## src/rtl/fw_trigger_sequencer_pkg.sv

```systemverilog
// fw_trigger_sequencer_pkg
//   Shared definitions for the firmware trigger sequencer:
//   - trigger register field positions (GO, CMD, LINE, DELAY)
//   - command encodings written by firmware into CMD
//   - sequencer FSM state encoding
//   - helper that turns a line number into a one-hot interrupt mask
package fw_trigger_sequencer_pkg;

  // Trigger register layout
  localparam int FW_TRIG_GO_BIT    = 31;
  localparam int FW_TRIG_CMD_MSB   = 30;
  localparam int FW_TRIG_CMD_LSB   = 29;
  localparam int FW_TRIG_LINE_MSB  = 28;
  localparam int FW_TRIG_LINE_LSB  = 24;
  localparam int FW_TRIG_DELAY_MSB = 23;
  localparam int FW_TRIG_DELAY_LSB = 0;

  // A queued command is everything below GO
  localparam int FW_TRIG_ENTRY_W = FW_TRIG_GO_BIT;

  typedef enum logic [1:0] {
    FW_TRIG_PULSE     = 2'd0,
    FW_TRIG_SET       = 2'd1,
    FW_TRIG_CLR       = 2'd2,
    FW_TRIG_RESET_ALL = 2'd3
  } fw_trig_cmd_e;

  typedef enum logic [1:0] {
    SEQ_IDLE = 2'd0,
    SEQ_WAIT = 2'd1,
    SEQ_FIRE = 2'd2
  } seq_state_e;

  // One-hot mask for a single interrupt line
  function automatic logic [31:0] fw_line_mask(input logic [4:0] line);
    fw_line_mask = 32'd1 << line;
  endfunction

endpackage

```

## src/rtl/fw_trigger_fifo.sv

```systemverilog
// fw_trigger_fifo
//   Small synchronous command FIFO for the trigger sequencer.
//   Show-ahead: rd_data always presents the oldest entry so the consumer can
//   latch it on the same edge that pops it.
//   A push while full is accepted only if a pop happens in the same cycle
//   (the pop frees the slot first); otherwise the push is ignored and the
//   caller is responsible for flagging the drop.
// Ports
//   clk      in   system clock
//   rst      in   asynchronous active-high reset, empties the FIFO
//   push     in   write wr_data
//   pop      in   discard the head entry
//   wr_data  in   WIDTH  entry to write
//   rd_data  out  WIDTH  head entry (valid when !empty)
//   full     out  DEPTH entries held
//   empty    out  no entries held
//   count    out  $clog2(DEPTH)+1  entries held
module fw_trigger_fifo #(
  parameter int DEPTH = 4,
  parameter int WIDTH = 31
) (
  input  logic                     clk,
  input  logic                     rst,
  input  logic                     push,
  input  logic                     pop,
  input  logic [WIDTH-1:0]         wr_data,
  output logic [WIDTH-1:0]         rd_data,
  output logic                     full,
  output logic                     empty,
  output logic [$clog2(DEPTH):0]   count
);

  localparam int AW = $clog2(DEPTH);

  logic [WIDTH-1:0] mem_reg [DEPTH];
  logic [AW-1:0]    wr_ptr_reg;
  logic [AW-1:0]    rd_ptr_reg;
  logic [AW:0]      count_reg;

  logic do_pop;
  logic do_push;

  assign full    = (count_reg == (AW+1)'(DEPTH));
  assign empty   = (count_reg == '0);
  assign count   = count_reg;
  assign rd_data = mem_reg[rd_ptr_reg];

  assign do_pop  = pop & ~empty;
  assign do_push = push & (~full | do_pop);

  // One register per entry so every slot can be cleared by reset.
  generate
    for (genvar gi = 0; gi < DEPTH; gi++) begin : g_entry
      always_ff @(posedge clk or posedge rst) begin
        if (rst) begin
          mem_reg[gi] <= '0;
        end else if (do_push && (wr_ptr_reg == AW'(gi))) begin
          mem_reg[gi] <= wr_data;
        end
      end
    end
  endgenerate

  // DEPTH is a power of two, so pointers wrap naturally.
  always_ff @(posedge clk or posedge rst) begin
    if (rst) begin
      wr_ptr_reg <= '0;
      rd_ptr_reg <= '0;
      count_reg  <= '0;
    end else begin
      if (do_push) begin
        wr_ptr_reg <= wr_ptr_reg + AW'(1);
      end
      if (do_pop) begin
        rd_ptr_reg <= rd_ptr_reg + AW'(1);
      end
      count_reg <= count_reg + (AW+1)'(do_push) - (AW+1)'(do_pop);
    end
  end

endmodule

```

## src/rtl/fw_trigger_sequencer.sv

```systemverilog
// fw_trigger_sequencer
//   Turns firmware trigger commands into timed interrupt stimulus.
//   A rising edge on GO queues CMD/LINE/DELAY; the sequencer FSM executes
//   queued commands one at a time: wait DELAY cycles, then pulse, set or
//   clear a line, or clear all levels and the overflow flag.
// Ports
//   wb_clk_i     in   1    system clock
//   wb_rst_i     in   1    asynchronous active-high reset
//   trigger_reg  in   32   {GO, CMD[1:0], LINE[4:0], DELAY[23:0]}
//   interrupts   out  32   level_reg | pulse_vec
//   busy         out  1    command executing or queued
//   overflow     out  1    sticky: a command was dropped on a full queue
//   fifo_count   out  $clog2(FIFO_DEPTH)+1  queued commands
module fw_trigger_sequencer
  import fw_trigger_sequencer_pkg::*;
#(
  parameter int FIFO_DEPTH   = 4,
  parameter int PULSE_CYCLES = 8
) (
  input  logic                          wb_clk_i,
  input  logic                          wb_rst_i,
  input  logic [31:0]                   trigger_reg,
  output logic [31:0]                   interrupts,
  output logic                          busy,
  output logic                          overflow,
  output logic [$clog2(FIFO_DEPTH):0]   fifo_count
);

  localparam int PULSE_W = $clog2(PULSE_CYCLES + 1);

  // Edge detect on GO
  logic trig_go_q_reg;
  logic go_edge;

  // Queue interface
  logic                       fifo_push;
  logic                       fifo_pop;
  logic                       fifo_full;
  logic                       fifo_empty;
  logic [FW_TRIG_ENTRY_W-1:0] fifo_rd_data;
  fw_trig_cmd_e               head_cmd;
  logic [4:0]                 head_line;
  logic [23:0]                head_delay;
  logic                       cmd_drop;

  // Sequencer state
  seq_state_e         state_reg;
  fw_trig_cmd_e       cmd_reg;
  logic [4:0]         line_reg;
  logic [23:0]        cnt_reg;
  logic [PULSE_W-1:0] pulse_cnt_reg;
  logic [31:0]        level_reg;
  logic [31:0]        pulse_vec_reg;
  logic               overflow_reg;
  logic               fire_now;
  logic               reset_all_fire;

  assign go_edge   = trigger_reg[FW_TRIG_GO_BIT] & ~trig_go_q_reg;
  assign fifo_push = go_edge;
  assign fifo_pop  = (state_reg == SEQ_IDLE) & ~fifo_empty;
  // Mirrors the FIFO's own accept rule: a full queue only takes a push
  // when the sequencer pops in the same cycle.
  assign cmd_drop  = go_edge & fifo_full & ~fifo_pop;

  assign head_cmd   = fw_trig_cmd_e'(fifo_rd_data[FW_TRIG_CMD_MSB:FW_TRIG_CMD_LSB]);
  assign head_line  = fifo_rd_data[FW_TRIG_LINE_MSB:FW_TRIG_LINE_LSB];
  assign head_delay = fifo_rd_data[FW_TRIG_DELAY_MSB:FW_TRIG_DELAY_LSB];

  // The action is applied on the WAIT->FIRE edge so it is visible
  // DELAY+2 edges after the GO edge.
  assign fire_now       = (state_reg == SEQ_WAIT) && (cnt_reg == '0);
  assign reset_all_fire = fire_now && (cmd_reg == FW_TRIG_RESET_ALL);

  always_ff @(posedge wb_clk_i or posedge wb_rst_i) begin
    if (wb_rst_i) begin
      trig_go_q_reg <= 1'b0;
    end else begin
      trig_go_q_reg <= trigger_reg[FW_TRIG_GO_BIT];
    end
  end

  fw_trigger_fifo #(
    .DEPTH (FIFO_DEPTH),
    .WIDTH (FW_TRIG_ENTRY_W)
  ) u_fifo (
    .clk     (wb_clk_i),
    .rst     (wb_rst_i),
    .push    (fifo_push),
    .pop     (fifo_pop),
    .wr_data (trigger_reg[FW_TRIG_CMD_MSB:FW_TRIG_DELAY_LSB]),
    .rd_data (fifo_rd_data),
    .full    (fifo_full),
    .empty   (fifo_empty),
    .count   (fifo_count)
  );

  // Sequencer FSM: IDLE -> WAIT -> FIRE -> IDLE
  always_ff @(posedge wb_clk_i or posedge wb_rst_i) begin
    if (wb_rst_i) begin
      state_reg     <= SEQ_IDLE;
      cmd_reg       <= FW_TRIG_PULSE;
      line_reg      <= '0;
      cnt_reg       <= '0;
      pulse_cnt_reg <= '0;
      level_reg     <= '0;
      pulse_vec_reg <= '0;
    end else begin
      case (state_reg)
        SEQ_IDLE: begin
          if (fifo_pop) begin
            cmd_reg   <= head_cmd;
            line_reg  <= head_line;
            cnt_reg   <= head_delay;
            state_reg <= SEQ_WAIT;
          end
        end

        SEQ_WAIT: begin
          if (cnt_reg == '0) begin
            state_reg <= SEQ_FIRE;
            case (cmd_reg)
              FW_TRIG_PULSE: begin
                pulse_vec_reg <= fw_line_mask(line_reg);
                // Line is already high for this cycle; count the rest.
                pulse_cnt_reg <= PULSE_W'(PULSE_CYCLES - 1);
              end
              FW_TRIG_SET:       level_reg[line_reg] <= 1'b1;
              FW_TRIG_CLR:       level_reg[line_reg] <= 1'b0;
              FW_TRIG_RESET_ALL: level_reg <= '0;
              default:           level_reg <= level_reg;
            endcase
          end else begin
            cnt_reg <= cnt_reg - 24'd1;
          end
        end

        SEQ_FIRE: begin
          if ((cmd_reg == FW_TRIG_PULSE) && (pulse_cnt_reg != '0)) begin
            pulse_cnt_reg <= pulse_cnt_reg - PULSE_W'(1);
          end else begin
            pulse_vec_reg <= '0;
            state_reg     <= SEQ_IDLE;
          end
        end

        default: begin
          pulse_vec_reg <= '0;
          state_reg     <= SEQ_IDLE;
        end
      endcase
    end
  end

  // A drop in the same cycle as RESET_ALL fires is newer, so it wins.
  always_ff @(posedge wb_clk_i or posedge wb_rst_i) begin
    if (wb_rst_i) begin
      overflow_reg <= 1'b0;
    end else if (cmd_drop) begin
      overflow_reg <= 1'b1;
    end else if (reset_all_fire) begin
      overflow_reg <= 1'b0;
    end
  end

  assign interrupts = level_reg | pulse_vec_reg;
  assign busy       = (state_reg != SEQ_IDLE) | ~fifo_empty;
  assign overflow   = overflow_reg;

endmodule
```

## config.mk

```make
export PLATFORM = sky130hd
export DESIGN_NAME = fw_trigger_sequencer
export DESIGN_NICKNAME = d
export VERILOG_FILES = /design/src/rtl/fw_trigger_sequencer_pkg.sv /design/src/rtl/fw_trigger_fifo.sv /design/src/rtl/fw_trigger_sequencer.sv
export SDC_FILE = /design/constraint.sdc
export NUM_CORES = 1
export LEC_CHECK = 0
export BUFFER_PORTS_ARGS = -buffer_cell sky130_fd_sc_hd__buf_2
export CAP_MARGIN = 30
export CORE_AREA = 2 2 218 220
export DETAILED_ROUTE_END_ITERATION = 8
export DIE_AREA = 0 0 220 222
export GPL_ROUTABILITY_DRIVEN = 0
export GPL_TIMING_DRIVEN = 0
export PLACE_DENSITY = 0.47
export SLEW_MARGIN = 20
export SYNTH_ARGS = -nofsm -noshare
export SYNTH_HDL_FRONTEND = slang
export SYNTH_SLANG_ARGS = --single-unit
export TNS_END_PERCENT = 10
```

## constraint.sdc

```tcl
create_clock -name wb_clk_i -period 8.28 [get_ports wb_clk_i]
set_clock_uncertainty 0.1 [all_clocks]
set_input_delay 0.828 -clock wb_clk_i [delete_from_list [all_inputs] [get_ports wb_clk_i]]
set_output_delay 0.828 -clock wb_clk_i [all_outputs]
set_load 0.005 [all_outputs]
```

==> results of run 1 <==
[cells by family after synthesis]
group,count (synthesis)
compound gates,222
xor+xnor,6
fa+ha+maj,10
buf+inv,72
flops,234
mux,161
simple gates,201
[synthesized netlist by cell type, drive strengths merged (2+ instances only)]
master	n
a22oi	6
ha	9
mux2	130
xnor2	5
o2bb2ai	3
o22a	3
and3	2
o32ai	2
nand2b	5
nand2	21
a32oi	2
a21oi	59
or3b	4
o31a	3
clkbuf	23
inv	18
dfrtp	234
mux4	31
o22ai	4
a31oi	4
or2	35
nor2	88
buf	31
nand4	5
a22o	32
or3	4
nand3b	3
nor3	14
nor2b	2
o21ai	93
a21boi	2
o21a	2
nand3	6
nor4	5
[layout make-up]
type                    count  area [sq um]
repair buffers             72           405
clock buffers              41           798
multi-input cells         600          4800
well taps                 607           759
inverters                  18          75.1
plain buffers              54           274
fillers                  4836         33200
clock inverters             3          40.0
flip-flops and latches    234          5860
[final timing paths]
| check | start | end | slack [ns] | depth (start not counted) |
|---|---|---|---|---|
| min reg2reg | pulse_vec_reg[25]$_DFFE_PP0P_ | pulse_vec_reg[25]$_DFFE_PP0P_ | 0.39 | 1 |
| max in group asynchronous | wb_rst_i | u_fifo.mem_reg[47]$_DFFE_PP0P_ | 7.08 | 3 |
| max | u_fifo.count[1]$_DFF_PP0_ | u_fifo.count[2]$_DFF_PP0_ | 5.31 | 10 |
| min | wb_rst_i | pulse_vec_reg[1]$_DFFE_PP0P_ | 0.18 | 2 |
| min in group wb_clk_i | trigger_reg[31] | trig_go_q_reg$_DFF_PP0_ | 0.32 | 1 |
| max reg2reg | u_fifo.count[1]$_DFF_PP0_ | u_fifo.count[2]$_DFF_PP0_ | 5.31 | 10 |
[worst register-to-register path: stages (launching register included)]
cell      delay (ns)
dfrtp_1         0.47
nor3_1          0.51
nor3_1          0.14
clkbuf_1        0.35
ha_1            0.39
inv_1           0.06
ha_1            0.13
inv_1           0.05
fa_1            0.38
xnor2_1         0.15
xnor2_1         0.13
[per-stage QoR]
step                      setup TNS [ns]  util [%]
after CTS                              0      28.1
after global placement           -530.25      26.2
after floorplan                        0         -
final                                  0      28.1
after detailed placement               0      26.3
after global routing                   0      28.1
[cell usage in the layout, fill, tap and decap left out, types with 5 or more instances in the layout]
| master | count |
|---|---|
| xnor2_1 | 5 |
| a22oi_1 | 6 |
| clkbuf_8 | 7 |
| dfrtp_1 | 234 |
| o21ai_0 | 81 |
| a22o_1 | 32 |
| clkbuf_1 | 30 |
| inv_1 | 16 |
| clkbuf_16 | 27 |
| nor3_1 | 11 |
| o21ai_1 | 9 |
| mux4_2 | 31 |
| a21oi_1 | 59 |
| nor2_1 | 87 |
| nand2b_1 | 5 |
| mux2_2 | 130 |
| buf_4 | 6 |
| nand2_1 | 20 |
| ha_1 | 9 |
| nand3_1 | 5 |
| or2_2 | 33 |
| buf_2 | 91 |
[metal layers]
| layer | track usage [%] | vias to the layer above | part of all wire (%) |
|---|---|---|---|
| met2 | 18.7 | 190 | 45 |
| met3 | 2.21 | 44 | 5.3 |
| li1 | - | 3500 | - |
| met5 | 0 | - | 0.041 |
| met4 | 3.01 | 2 | 2.4 |
| met1 | 17.5 | 3901 | 47 |
[report_power, final]
group / internal, mW / leakage [nW] / switching [mW]
clock: 0.685 / 0.413 / 0.459
sequential: 1.53 / 2.94 / 0.230
combinational: 0.613 / 2.26 / 0.514
total: 2.82 / 5.61 / 1.20
==> flow_summary.ini, run 1 <==
[placed_design]
place_inst = 1585
pre_cts_slack_ns = 5.27
port_buffers = 70
hpwl_um = 19600
placed_area_sq_um = 12200

[floorplan]
die-width_um = 220
ios = 71
coreArea_sq_um = 46300
rows = 79
dieHeight_um = 222
start_util_pct = 23.8
die_area_sq_um = 48800

[synthesis]
synth-edff-count = 0
synth_warnings = 0
yosys.area_share.simple_pct = 9.95
netlist_instances = 906
synthMuxAreaShare_pct = 19.7
synth_top_cell_area_share_pct = 53.2
synth_xor_area_share_pct = 0.478
synthAdderAreaFrac_pct = 1.21
syn-num-nets = 950
synth-compound-area-share_pct = 12.4
synth_top_family_by_area = multiplexers
ys_seq_elements = 234
synth.distinct_cells = 69
syn_area_per_cell_sq_um = 12.1
async_flop_share_pct = 100
synthTopCellsByArea = dfrtp_1, mux2_2, mux4_2, o21ai_0, nor2_1
yosys.area.top_type = dfrtp_1
synth_area_sq_um = 11000
synthFlopType = dfrtp_1
synth_seq_area_share_pct = 53.2

[sta]
relSlewSlack_pct = 36.7
drv_slew = 0
post-route-period-util_pct = 35.8
rsz0062_at_grt = no
setup_viol = 0
final-hold-violation-count = 0
finalWorstSetupSlack_ns = 5.31
max_freq_ghz = 0.337
worst_slew_pin_slew_ns = 0.949
min_period_ns = 2.97
whs_ns = 0.183

[cts]
cts_hold_buf = 0
cts_tree = yes
clkLatencyLatePin_ns = 0.54
h-tree-depth = 1
cts_buffers = 26
clock_path_buffers = 3
ctsResizeCount = 0
post_cts_buffers = 0
path_clk_slew_ns = 0.06
cts_sinks = 234
cts_root_buf = clkbuf_16

[layout]
syn2layout_area_growth_pct = 18.3
fin_area_sq_um = 13000
fin_nets = 1050
diodes = 0
largest_register_ffs = 124
fin_cells = 1629
drive_above_1_share_pct = 35.1

[global_routing]
grt-ovfl-total = 0
grt_pass1_wl_um = 46600
grt_usage_pct = 12.1
grt_antenna_before_repair = 1
grt_max_degree = 100
grt_pass1_vias = 7714

[worst_setup_path]
worst-path-max-fanout = 10
start_kind = register
cp_top_family = adder cells
end_kind = register
worstPathBufferInverterCount = 3
crit_arrival_ns = 3.27
max_stage_delay_ns = 0.51
criticalPathCategory = register to register
critical_path.slowest_cell = nor3_1
crit_required_ns = 8.59
path_cells = nor3_1 > nor3_1 > clkbuf_1 > ha_1 > inv_1 > ha_1 > inv_1 > fa_1 > xnor2_1 > xnor2_1

[routing]
ant_nets = 0
vias_per_cell = 4.69
vias = 7637
drc = 0
drtIter0Drc = 574
finalWirelength_um = 29300
firstDrtPassIters = 5
wl_per_cell_um = 18.0

[power]
ir_worst_vdd_uv = 164
p_total_mw = 4.03
p_leak_nw = 5.61
p_per_area_nw_per_um2 = 309

[worst_hold_path]
hp-class = input pin to asynchronous set/reset pin

[run]
drv_cap = 0

[run_status]
status = finished clean
(Power assumes the default switching activity.)
==> inputs of run 2 (changes only) <==
--- a/config.mk
+++ b/config.mk
@@ -5,14 +5,15 @@
 export SDC_FILE = /design/constraint.sdc
 export NUM_CORES = 1
 export LEC_CHECK = 0
+export ABC_AREA = 1
 export BUFFER_PORTS_ARGS = -buffer_cell sky130_fd_sc_hd__buf_2
 export CAP_MARGIN = 30
-export CORE_AREA = 2 2 218 220
+export CORE_AREA = 2 2 223 225
 export DETAILED_ROUTE_END_ITERATION = 8
-export DIE_AREA = 0 0 220 222
+export DIE_AREA = 0 0 225 227
 export GPL_ROUTABILITY_DRIVEN = 0
 export GPL_TIMING_DRIVEN = 0
-export PLACE_DENSITY = 0.47
+export PLACE_DENSITY = 0.48
 export SLEW_MARGIN = 20
 export SYNTH_ARGS = -nofsm -noshare
 export SYNTH_HDL_FRONTEND = slang
==> constraint.sdc (replaced) <==
create_clock -name wb_clk_i -period 2.45 [get_ports wb_clk_i]
set_clock_uncertainty 0.1 [all_clocks]
set_input_delay 0.245 -clock wb_clk_i [delete_from_list [all_inputs] [get_ports wb_clk_i]]
set_output_delay 0.245 -clock wb_clk_i [all_outputs]
set_load 0.005 [all_outputs]
==> run 2 against run 1 <==
  * Combinational power rose to 6.2 times the previous value
  * Hold slack worse by 0.034 ns
  * Power grew to 4.4 times the previous value
  * Register-to-register slack got worse by 5.3 ns
  * Non-clock buffer count grew 64
  * Clock power rose to 3.9 times the previous value
  * Critical endpoint is now cmd_reg[0]$_DFFE_PP0P_
  * Highest routed layer unchanged
==> flow_summary.ini, run 2 <==
[floorplan]
die_area_sq_um = 51100
coreArea_sq_um = 48500
ios = 71
dieHeight_um = 227
start_util_pct = 23.8
rows = 81
die-width_um = 225

[layout]
diodes = 0
largest_register_ffs = 124
utilization_pct = 29.3
fin_nets = 1599
mostFrequentLayoutCells = nand2_1, dfrtp_1, o21ai_0
syn2layout_area_growth_pct = 23.2
drive_above_1_share_pct = 18.3
final_common_cell = nand2_1
fin_area_sq_um = 14200

[sta]
drv_slew = 0
setup_viol = 0
min_period_ns = 2.41
final-hold-violation-count = 0
max_freq_ghz = 0.414
post-route-period-util_pct = 98.5
relSlewSlack_pct = 54.2
worst_slew_pin_slew_ns = 0.687
rsz0062_at_grt = yes

[synthesis]
synthTopCellsByArea = dfrtp_1, nand2_1, o21ai_0, nor2_1, a21oi_1
syn-num-nets = 1454
synth_seq_area_share_pct = 50.8
synth_top_cell_area_share_pct = 50.8
synth_area_sq_um = 11500
synth.distinct_cells = 38
synth_warnings = 0
ys_seq_elements = 234
netlist_instances = 1410
syn_area_per_cell_sq_um = 8.18
synthFlopType = dfrtp_1
netlist_top_cells_count = nand2_1, dfrtp_1, o21ai_0
yosysMostFrequentCell = nand2_1
yosys.area.top_type = dfrtp_1
async_flop_share_pct = 100
synth-edff-count = 0

[cts]
cts_buffers = 28
cts_tree = yes
path_clk_slew_ns = 0.06
clock_path_buffers = 3
cts_root_buf = clkbuf_16
h-tree-depth = 1
clkLatencyLatePin_ns = 0.55
cts_sinks = 234

[worst_setup_path]
crit_arrival_ns = 2.77
rr_worst_depth = 7
worstPathBufferInverterCount = 3
ff2ff_setup_slack_ns = 0.04
end_kind = register
critical_path.slowest_cell = clkbuf_1
r2r_start = u_fifo.rd_ptr_reg[1]$_DFFE_PP0P_
cp_top_family = buffers and inverters
max_stage_delay_ns = 0.51
path_cells = clkbuf_1 > inv_1 > clkbuf_1 > o21ai_0 > o22ai_1 > nand2_1 > o21ai_0
start_kind = register
r2r-end = cmd_reg[0]$_DFFE_PP0P_
criticalPathCategory = register to register
crit_required_ns = 2.81
worst-path-max-fanout = 10

[power]
p_per_area_nw_per_um2 = 1230
p_total_mw = 17.5
ir_worst_vdd_uv = 549
p_leak_nw = 6.77

[global_routing]
grt-ovfl-total = 0
grt_pass1_vias = 9946
grt_pass1_wl_um = 56700
grt_antenna_before_repair = 1
grt_max_degree = 34
grt_usage_pct = 14.1

[placed_design]
hpwl_um = 25200
port_buffers = 70
placed_area_sq_um = 12900

[routing]
ant_nets = 0
wl_per_cell_um = 16.0
drc = 0
drtIter0Drc = 635
vias_per_cell = 4.56
vias = 10000
finalWirelength_um = 35200
firstDrtPassIters = 5

[worst_hold_path]
hp-class = input pin to asynchronous set/reset pin

[run]
drv_cap = 0

[run_status]
status = finished clean
[run 2: how the worst max path moves through the flow]
stage	from	cells past startpoint	endpoint
after global routing	u_fifo.rd_ptr_reg[1]$_DFFE_PP0P_	7	cmd_reg[0]$_DFFE_PP0P_
after floorplan	wb_rst_i	1	cmd_reg[0]$_DFFE_PP0P_
after global placement	wb_rst_i	2	u_fifo.mem_reg[101]$_DFFE_PP0P_
after CTS	u_fifo.rd_ptr_reg[1]$_DFFE_PP0P_	7	cmd_reg[0]$_DFFE_PP0P_
final	u_fifo.rd_ptr_reg[1]$_DFFE_PP0P_	7	cmd_reg[0]$_DFFE_PP0P_
after detailed placement	u_fifo.count[1]$_DFF_PP0_	9	u_fifo.count[1]$_DFF_PP0_
[run 2: layer usage]
layer	global-route usage [%]	wire, um	up-vias
met2	23.2	16400	201
met4	2.93	594	2
li1	-	-	4894
met1	19.7	16700	4879
met3	1.91	1570	42
met5	0	8	-
[run 2: what timing repair did]
item	4_1_cts	5_1_grt
resized for setup	3	5
hold buffers	33	0
setup buffers	1	2
pin swaps	1	1
hold endpoints to repair	184	0
endpoints found under the setup margin	6	5
[run 2: final cells by class]
class	instances	area, sq um
flip-flops and latches	234	5860
repair buffers	115	906
well taps	622	778
clock inverters	11	155
clock buffers	40	827
fillers	5221	34300
plain buffers	75	414
inverters	90	344
multi-input cells	1011	4930
[run 2: power breakdown]
group | switching [mW] | internal [mW] | leakage, nW | total [mW]
Combinational | 4.61 | 2.33 | 3.26 | 6.95
Clock | 1.67 | 2.75 | 0.490 | 4.42
Sequential | 0.903 | 5.25 | 3.01 | 6.15
[run 2: cell families (layout without fill, tap and decap cells)]
family          count (synthesis)  count (layout)  synth area share, %
fa+ha+maj                      10              10                 1.15
simple gates                  629             629                 23.7
compound gates                364             364                 17.3
xor+xnor                        8               8                0.608
buf+inv                       165             331                 6.49
flops                         234             234                 50.8
[run 2: metrics by stage]
| stage | TNS, ns | setup WS (ns) | hold slack [ns] | instances |
|---|---|---|---|---|
| 5_1_grt | -0.0353 | -0.0145 | 0.157 | 2198 |
| 4_1_cts | 0 | 0.0124 | 0.131 | 2196 |
| 3_3_place_gp | -623.61 | -2.68 | 0.271 | 2102 |
| 2_1_floorplan | -224.38 | -0.959 | 0.176 | 1410 |
| 3_5_place_dp | -0.924 | -0.355 | 0.171 | 2111 |
| 6_report | 0 | 0.0374 | 0.149 | 2198 |
[run 2: worst register-to-register path, cell delays in order (launching register included)]
cell	delay (ns)
dfrtp_1	0.37
clkbuf_1	0.29
inv_1	0.38
clkbuf_1	0.51
o21ai_0	0.19
o22ai_1	0.29
nand2_1	0.12
o21ai_0	0.09
==> inputs of run 3 (changes only) <==
--- a/config.mk
+++ b/config.mk
@@ -8,12 +8,12 @@
 export ABC_AREA = 1
 export BUFFER_PORTS_ARGS = -buffer_cell sky130_fd_sc_hd__buf_2
 export CAP_MARGIN = 30
-export CORE_AREA = 2 2 223 225
+export CORE_AREA = 2 2 141 143
 export DETAILED_ROUTE_END_ITERATION = 8
-export DIE_AREA = 0 0 225 227
+export DIE_AREA = 0 0 143 145
 export GPL_ROUTABILITY_DRIVEN = 0
 export GPL_TIMING_DRIVEN = 0
-export PLACE_DENSITY = 0.48
+export PLACE_DENSITY = 0.88
 export SLEW_MARGIN = 20
 export SYNTH_ARGS = -nofsm -noshare
 export SYNTH_HDL_FRONTEND = slang
==> constraint.sdc (replaced) <==
create_clock -name wb_clk_i -period 2.7 [get_ports wb_clk_i]
set_clock_uncertainty 0.1 [all_clocks]
set_input_delay 0.27 -clock wb_clk_i [delete_from_list [all_inputs] [get_ports wb_clk_i]]
set_output_delay 0.27 -clock wb_clk_i [all_outputs]
set_load 0.005 [all_outputs]
==> run 3 against run 2 <==
  * Sequential power down 8.1%
  * Power fell by 14%
  * Largest power group unchanged
  * Clock-buffer cell count decreased by 6
  * Combinational power down 9.9%
  * Largest cell class unchanged
  * Final cell count shrank 17%
  * Final area decreased by 5.8%
==> flow_summary.ini, run 3 (synthesis gave the netlist of run 2 again) <==
[worst_setup_path]
worstPathBufferInverterCount = 3
crit_arrival_ns = 2.85
cp_top_family = buffers and inverters
critical_path.slowest_cell = clkbuf_1
path_cells = clkbuf_1 > inv_1 > clkbuf_1 > o21ai_0 > o221ai_1 > nand3_1 > o21ai_1
cpMostUsedCell = clkbuf_1
max_stage_delay_ns = 0.55
start_kind = register
crit_required_ns = 3.05
criticalPathCategory = register to register
end_kind = register
worst-path-max-fanout = 10

[placed_design]
port_buffers = 70
hpwl_um = 21100
placed_area_sq_um = 12400
place_inst = 1752
pre_cts_slack_ns = -0.0233

[power]
combPwrFrac_pct = 41.4
p_leak_nw = 6.58
p_sw_share_pct = 42.6
p_int_mw = 8.67
power_switching_mw = 6.43
p_per_area_nw_per_um2 = 1130
p_total_mw = 15.1
p_clk_share_pct = 21.1
pwr-share-seq_pct = 37.4
ir_worst_vdd_uv = 692

[floorplan]
ios = 71
dieHeight_um = 145
coreArea_sq_um = 19200
start_util_pct = 60.0
die-width_um = 143
rows = 51
die_area_sq_um = 20700

[routing]
ant_nets = 0
vias_per_cell = 5.90
finalWirelength_um = 31800
wl_per_cell_um = 17.4
drc = 0
vias = 10700
drtIter0Drc = 1404
firstDrtPassIters = 6

[sta]
worst_slew_pin_slew_ns = 0.654
min_period_ns = 2.50
max_freq_ghz = 0.400
setup_tns_ns = 0
post-route-period-util_pct = 92.7
rsz0062_at_grt = no
setup_viol = 0
whs_ns = 0.000497
relSlewSlack_pct = 56.4
final-hold-violation-count = 0
finalWorstSetupSlack_ns = 0.198
drv_slew = 0

[cts]
clkLatencyLatePin_ns = 0.52
clock_path_buffers = 3
cts_root_buf = clkbuf_16
path_clk_slew_ns = 0.06
ctsResizeCount = 0
cts_tree = yes
h-tree-depth = 1
cts_sinks = 234
cts_buffers = 24

[global_routing]
grt_max_degree = 36
grt_pass1_wl_um = 51400
grt_pass1_vias = 10300
grt_usage_pct = 30.6
grt-ovfl-total = 0
grt_antenna_before_repair = 0

[layout]
utilization_pct = 69.7
fin_nets = 1586
final_common_cell = nand2_1
drive_above_1_share_pct = 17.0
fin_cells = 1820
diodes = 0
syn2layout_area_growth_pct = 16.1
largest_register_ffs = 124
mostFrequentLayoutCells = nand2_1, dfrtp_1, o21ai_0
fin_area_sq_um = 13400

[run]
drv_cap = 0

[run_status]
status = finished clean

[worst_hold_path]
hp-class = input pin to register
run 3: area by class of cell:
class                   instances  area [sq um]
fillers                      1415          5820
flip-flops and latches        234          5860
clock inverters                 5          52.6
repair buffers                107           796
well taps                     265           332
plain buffers                  74           404
inverters                      90           344
multi-input cells            1011          4930
clock buffers                  34           679
run 3: tightest hold or removal path: cells and delay by family:
kind | cells | cell delay [ns]
compound gates | 1 | 0.17
buf+inv | 2 | 0.14
run 3: power groups by stage:
stage	registers [mW]	logic, mW	clock network [mW]
after floorplan	5.42	4.35	0
after global placement	5.58	5.70	0
after detailed placement	5.63	5.97	0
after CTS	5.60	6.12	3.17
after global routing	5.78	6.92	3.34
final	5.65	6.26	3.19
run 3: timing repair:
item / CTS / global route
hold endpoints to repair: 108 / 0
buffers inserted: 1 / 0
gates cloned: 0 / 0
hold buffers: 29 / 0
setup endpoints to repair: 2 / 2
pin swaps: 1 / 0
run 3: final timing paths:
path                                                  start                              end  slack (ns)  cells past startpoint
min reg2reg                   pulse_vec_reg[31]$_DFFE_PP0P_    pulse_vec_reg[31]$_DFFE_PP0P_        0.38                      2
max                        u_fifo.rd_ptr_reg[1]$_DFFE_PP0P_           cnt_reg[1]$_DFFE_PP0P_        0.20                      7
min in group asynchronous                          wb_rst_i  u_fifo.mem_reg[117]$_DFFE_PP0P_        0.25                      3
max in group asynchronous                          wb_rst_i     pulse_vec_reg[7]$_DFFE_PP0P_        1.20                      6
min                                         trigger_reg[26]  u_fifo.mem_reg[119]$_DFFE_PP0P_      0.0005                      3
max reg2reg                u_fifo.rd_ptr_reg[1]$_DFFE_PP0P_           cnt_reg[1]$_DFFE_PP0P_        0.20                      7
run 3: per-layer routing:
layer / global-route usage [%] / wire [um]
met4: 12.4 / 1190
met5: 0 / 0
met2: 48.5 / 15100
met3: 5.02 / 2960
met1: 42.1 / 12500
